<file path="src/rtl/outpkt_tx16.sv">
// Packet transmitter: header, header checksum, payload and payload checksum
// emitted as 16-bit words into an output FIFO with full/empty flow control.
module outpkt_tx16 #(
  parameter logic [7:0] VERSION          = 8'd2,
  parameter bit         DISABLE_CHECKSUM = 1'b0
) (
  input  logic        PKT_COMM_CLK,
  input  logic        rst,
  input  logic        start,
  input  logic [7:0]  pkt_type,
  input  logic [15:0] pkt_id,
  input  logic [7:0]  len_dw,
  input  logic [15:0] din,
  input  logic        din_empty,
  output logic        din_rd_en,
  output logic [15:0] dout,
  output logic        wr_en,
  input  logic        full,
  output logic        busy
);

  typedef enum logic [2:0] {
    S_IDLE,
    S_HDR,
    S_HCS,
    S_DATA,
    S_DCS
  } state_t;

  state_t      r_state;
  logic [8:0]  r_cnt;
  logic [7:0]  r_type;
  logic [15:0] r_id;
  logic [7:0]  r_len;
  logic [15:0] r_lo;
  logic [31:0] r_hacc;
  logic [31:0] r_dacc;
  logic [15:0] r_dout;
  logic        r_wr_en;
  logic        r_wr_last;

  state_t      w_nxt;
  logic [8:0]  w_cnt_nxt;
  logic        w_sel;
  logic [15:0] w_word;
  logic        w_accept;
  logic        w_last;
  logic [8:0]  w_dterm;
  logic [31:0] w_hcs;
  logic [31:0] w_dcs;

  assign w_dterm = {r_len, 1'b0} - 9'd1;
  assign w_hcs   = DISABLE_CHECKSUM ? 32'h0000_0000 : ~r_hacc;
  assign w_dcs   = DISABLE_CHECKSUM ? 32'h0000_0000 : ~r_dacc;

  always_ff @(posedge PKT_COMM_CLK or posedge rst) begin
    if (rst) r_state <= S_IDLE;
    else     r_state <= w_nxt;
  end

  always_comb begin
    w_nxt     = r_state;
    w_cnt_nxt = r_cnt;
    w_sel     = 1'b0;
    w_word    = 16'h0000;
    w_accept  = 1'b0;
    w_last    = 1'b0;
    case (r_state)
      S_IDLE: begin
        // the cycle carrying the previous packet's last word still counts as busy
        if (start && (len_dw != 8'd0) && !r_wr_last) begin
          w_accept  = 1'b1;
          w_nxt     = S_HDR;
          w_cnt_nxt = 9'd0;
        end
      end
      S_HDR: begin
        case (r_cnt[1:0])
          2'd0:    w_word = {r_type, VERSION};
          2'd1:    w_word = r_id;
          2'd2:    w_word = {6'b000000, r_len, 2'b00};
          default: w_word = 16'h0000;
        endcase
        if (!full) begin
          w_sel = 1'b1;
          if (r_cnt[1:0] == 2'd3) begin
            w_nxt     = S_HCS;
            w_cnt_nxt = 9'd0;
          end else begin
            w_cnt_nxt = r_cnt + 9'd1;
          end
        end
      end
      S_HCS: begin
        w_word = r_cnt[0] ? w_hcs[31:16] : w_hcs[15:0];
        if (!full) begin
          w_sel = 1'b1;
          if (r_cnt[0]) begin
            w_nxt     = S_DATA;
            w_cnt_nxt = 9'd0;
          end else begin
            w_cnt_nxt = r_cnt + 9'd1;
          end
        end
      end
      S_DATA: begin
        w_word = din;
        if (!full && !din_empty) begin
          w_sel = 1'b1;
          if (r_cnt == w_dterm) begin
            w_nxt     = S_DCS;
            w_cnt_nxt = 9'd0;
          end else begin
            w_cnt_nxt = r_cnt + 9'd1;
          end
        end
      end
      S_DCS: begin
        w_word = r_cnt[0] ? w_dcs[31:16] : w_dcs[15:0];
        if (!full) begin
          w_sel = 1'b1;
          if (r_cnt[0]) begin
            w_nxt     = S_IDLE;
            w_cnt_nxt = 9'd0;
            w_last    = 1'b1;
          end else begin
            w_cnt_nxt = r_cnt + 9'd1;
          end
        end
      end
      default: begin
        w_nxt     = S_IDLE;
        w_cnt_nxt = 9'd0;
      end
    endcase
  end

  always_ff @(posedge PKT_COMM_CLK or posedge rst) begin
    if (rst) begin
      r_cnt     <= 9'd0;
      r_type    <= 8'h00;
      r_id      <= 16'h0000;
      r_len     <= 8'h00;
      r_lo      <= 16'h0000;
      r_hacc    <= 32'h0000_0000;
      r_dacc    <= 32'h0000_0000;
      r_dout    <= 16'h0000;
      r_wr_en   <= 1'b0;
      r_wr_last <= 1'b0;
    end else begin
      r_cnt     <= w_cnt_nxt;
      r_wr_en   <= w_sel;
      r_wr_last <= w_sel & w_last;
      if (w_sel) r_dout <= w_word;
      if (w_accept) begin
        r_type <= pkt_type;
        r_id   <= pkt_id;
        r_len  <= len_dw;
        r_hacc <= 32'h0000_0000;
        r_dacc <= 32'h0000_0000;
      end
      // even word is parked, odd word completes a 32-bit term
      if (w_sel && !r_cnt[0]) r_lo <= w_word;
      if (w_sel && r_cnt[0]) begin
        if (r_state == S_HDR)  r_hacc <= r_hacc + {w_word, r_lo};
        if (r_state == S_DATA) r_dacc <= r_dacc + {w_word, r_lo};
      end
    end
  end

  assign din_rd_en = (r_state == S_DATA) & !din_empty & !full;
  assign dout      = r_dout;
  assign wr_en     = r_wr_en;
  assign busy      = (r_state != S_IDLE) | r_wr_last;

endmodule

</file>
<file path="config.mk">
export PLATFORM = sky130hd
export DESIGN_NAME = outpkt_tx16
export DESIGN_NICKNAME = d
export VERILOG_FILES = /design/src/rtl/outpkt_tx16.sv
export SDC_FILE = /design/constraint.sdc
export NUM_CORES = 1
export LEC_CHECK = 0
export CORE_ASPECT_RATIO = 0.6
export CORE_MARGIN = 5
export CORE_UTILIZATION = 25
export DETAILED_ROUTE_END_ITERATION = 6
export SYNTH_ARGS = -nofsm -noshare
export SYNTH_HDL_FRONTEND = slang
export SYNTH_SLANG_ARGS = --single-unit
export TNS_END_PERCENT = 100
</file>
<file path="constraint.sdc">
create_clock -name PKT_COMM_CLK -period 7.6 [get_ports PKT_COMM_CLK]
set_input_delay 1.52 -clock PKT_COMM_CLK [delete_from_list [all_inputs] [get_ports PKT_COMM_CLK]]
set_output_delay 1.52 -clock PKT_COMM_CLK [all_outputs]
set_load 0.1 [all_outputs]
</file>
==> impl_metrics.env <==
export IMPL_status="completed"
export IMPL_regArea_um2=3550
export IMPL_core_area_um2=38100
export IMPL_pin_count=72
export IMPL_insertion_delay_ns=0.43
export IMPL_synthFlopType="dfrtp_1"
export IMPL_post_cts_buffers=0
export IMPL_clockPowerShare=0.144
export IMPL_rows=55
export IMPL_path_class="flop to flop"
export IMPL_p_leak_nw=4.99
export IMPL_antenna_found_initial=0
export IMPL_worstPathArrival_ns=5.43
export IMPL_grt_pass1_wl_um=49900
export IMPL_synthArstFlopShare=1.00
export IMPL_hold_viol_final=0
export IMPL_worst_slew_margin_rel=0.123
export IMPL_wl_per_cell_um=20.1
export IMPL_syn_to_final_growth_pct=18.4
export IMPL_ys_seq_elements=142
export IMPL_p_int_mw=2.77
export IMPL_finClkSkew_ns=0.0105
export IMPL_antenna_cells=0
export IMPL_critical_path_top_delay_family="compound AO/OA/AOI/OAI gates"
export IMPL_power_mw=5.78
export IMPL_clockBufferDepth=2
export IMPL_timing_rr_start="r_state[2]"
export IMPL_drive_above_1_share=0.0826
export IMPL_grtUsageTotal=0.149
export IMPL_rsz0062_at_grt="no"
export IMPL_syn_area_um2=9710
export IMPL_yosys_warnings=0
export IMPL_cpPeakStageDelay_ns=0.81
export IMPL_cp_required_ns=7.88
export IMPL_path_max_fanout=19
export IMPL_fp_dieW_um=264
export IMPL_die_area_um2=43000
export IMPL_syn_nets=1196
export IMPL_hp_class="flop to flop"
export IMPL_ant_nets=0
export IMPL_pwr_share_seq=0.231
export IMPL_crit_chain="nor2_1 -> nand2_1 -> buf_4 -> o221ai_1 -> a222oi_1 -> inv_1 -> ha_1 -> a21o_1 -> a211oi_1 -> nand2_1 -> a21oi_1 -> a21oi_1 -> a21oi_1 -> o21ai_0 -> xnor2_1 -> o21ai_0"
export IMPL_drtPass1Iterations=5
export IMPL_path_depth=16
export IMPL_ctsRootBufferMaster="clkbuf_16"
export IMPL_mostFrequentLayoutCell="dfrtp_1"
export IMPL_routabilityCongestion=0.923
export IMPL_cts_tree="yes"
export IMPL_grt_pass1_vias=8086
export IMPL_max_slew_worst_pin_slew_ns=1.31
export IMPL_crit_slowest_cell="a222oi_1"
export IMPL_start_util=0.255
export IMPL_period_needed_ns=5.15
export IMPL_ir_worst_vdd_mv=0.181
export IMPL_clk_pin_slew_ns=0.06
export IMPL_grt_ovfl_total=0
export IMPL_post_route_util=0.302
export IMPL_power_density_nw_per_um2=503
export IMPL_finalCritPeriodShare=0.677
export IMPL_avgSynthCellArea_um2=9.05
export IMPL_comb_power_share=0.625
export IMPL_cts_htree_levels=4
export IMPL_via_count=8727
export IMPL_setup_tns_ns=0
export IMPL_worst_setup_path_start_kind="flop"
export IMPL_hold_buffers=0
export IMPL_seq_area_frac_synth=0.366
export IMPL_port_buffers=71
export IMPL_dpl_cell_area_um2=10900
export IMPL_synth_cells=1073
export IMPL_nets=1239
export IMPL_power_switching_mw=3.02
export IMPL_numCtsBuffers=17
export IMPL_n_fill_cell=3955
export IMPL_yosysUniqueCellTypes=73
export IMPL_synth_edf_count=0
export IMPL_multiInputGateArea_um2=5770
export IMPL_reg2reg_depth=16
export IMPL_min_from="dout[0]"
export IMPL_cts_sinks=142
export IMPL_path_buf_inv=2
export IMPL_drt_iter0_drc=1003
export IMPL_layout_common_cells="dfrtp_1, o21ai_0, nand2_1"
export IMPL_setup_viol_count_final=0
export IMPL_hpwl_um=24900
export IMPL_setup_worst_path_end_class="flop"
export IMPL_hold_depth=2
export IMPL_cts_resized=0
export IMPL_grt_max_degree=91
export IMPL_drt_total_wl_um=32900
export IMPL_cp_common_cell="a21oi_1"
export IMPL_fmax_mhz=194
export IMPL_slew_viol_final=0
export IMPL_drcViolationCount=0
export IMPL_fp_dieH_um=163
export IMPL_startpoint="r_state[2]"
export IMPL_via_per_inst=5.32
export IMPL_final_hold_worst_slack_ns=0.477
export IMPL_design_area_um2=11500
export IMPL_swShare=0.522
export IMPL_maxCapViolations=0
==> path summary, 6_finish.rpt <==
| kind | end | slack [ns] |
|---|---|---|
| worst min register to register | dout[0] | 0.48 |
| worst max-delay path | r_hacc[29] | 2.45 |
| max in group asynchronous | dout[3] | 4.65 |
| min in group asynchronous | r_hacc[30] | 1.66 |
| worst min-delay path | dout[0] | 0.48 |
| worst max register to register | r_hacc[29] | 2.45 |
==> synthesized netlist by cell type (6+ instances only) <==
cell / instances / area share
a211oi_1: 8 / 0.0062
a21o_1: 29 / 0.022
a21oi_1: 68 / 0.035
a221oi_1: 6 / 0.0054
a222oi_1: 13 / 0.013
a22o_1: 14 / 0.013
a31oi_1: 11 / 0.0071
and2_1: 6 / 0.0039
and3_1: 10 / 0.0064
buf_1: 13 / 0.0050
clkbuf_1: 39 / 0.015
dfrtp_1: 142 / 0.37
ha_1: 68 / 0.088
inv_1: 42 / 0.016
mux2_2: 35 / 0.041
nand2_1: 89 / 0.034
nand2b_1: 9 / 0.0058
nand3_1: 69 / 0.036
nor2_1: 47 / 0.018
nor2b_1: 6 / 0.0039
nor3_1: 16 / 0.0082
nor3b_1: 7 / 0.0054
o211ai_1: 9 / 0.0070
o21a_1: 12 / 0.0093
o21ai_0: 115 / 0.059
o21ai_1: 12 / 0.0062
o21bai_1: 8 / 0.0062
o221ai_1: 29 / 0.026
xnor2_1: 29 / 0.026
xor2_1: 36 / 0.032
==> kinds of logic (layout without fill, tap and decap cells) <==
kind of cell / Yosys count / count (layout) / share of synthesized area
AO/OA/AOI/OAI: 376 / 376 / 0.259
AND/OR/NAND/NOR: 280 / 280 / 0.138
flip-flops: 142 / 142 / 0.366
buffers and inverters: 101 / 154 / 0.0412
adder cells (fa/ha/maj): 70 / 70 / 0.0917
XOR/XNOR: 66 / 66 / 0.0603
multiplexers: 38 / 38 / 0.0437
==> per-layer routing <==
metal  GRT usage  vias to the layer above  wire (µm)
met2       0.193                      370      12700
li1            -                     4094          -
met5           0                        -          0
met1       0.235                     4242      16100
met4      0.0242                        0        247
met3      0.0548                       21       3880
==> tightest hold or removal path: stages, from the launching register on <==
cell and delay, ns:
dfrtp_1 0.34, nand2_1 0.05, o21ai_0 0.06
==> through the flow <==
stage	instances	setup WS, ns
after global placement	1610	2.16
after global routing	1639	2.18
final	1639	2.45
after floorplan	1073	2.26
after CTS	1639	2.45
after detailed placement	1610	2.16
==> state kept, by name (all words and copies together) (netlist names) <==
signal / cells
r_dacc: 32
r_hacc: 32
dout: 16
r_id: 16
r_lo: 16
r_cnt: 9
r_len: 8
r_type: 8
r_state: 3
r_wr_last: 1
wr_en: 1
==> layout make-up <==
cell class,instances,share of cell area
Clock inverter,6,0.00751
Sequential cell,142,0.309
Clock buffer,23,0.0416
Timing Repair Buffer,83,0.0697
Tap cell,513,0.0558
Inverter,42,0.0142
Multi-Input combinational cell,830,0.502
==> power groups by stage <==
stage               clock, mW  sequential (mW)  combinational (mW)
finish                  0.832             1.34                3.62
global route            0.881             1.37                3.91
CTS                     0.849             1.33                3.55
detailed placement          0             1.34                3.53
global placement            0             1.33                3.47
floorplan                   0             1.49                2.33
Power figures use the tool's default switching activity.
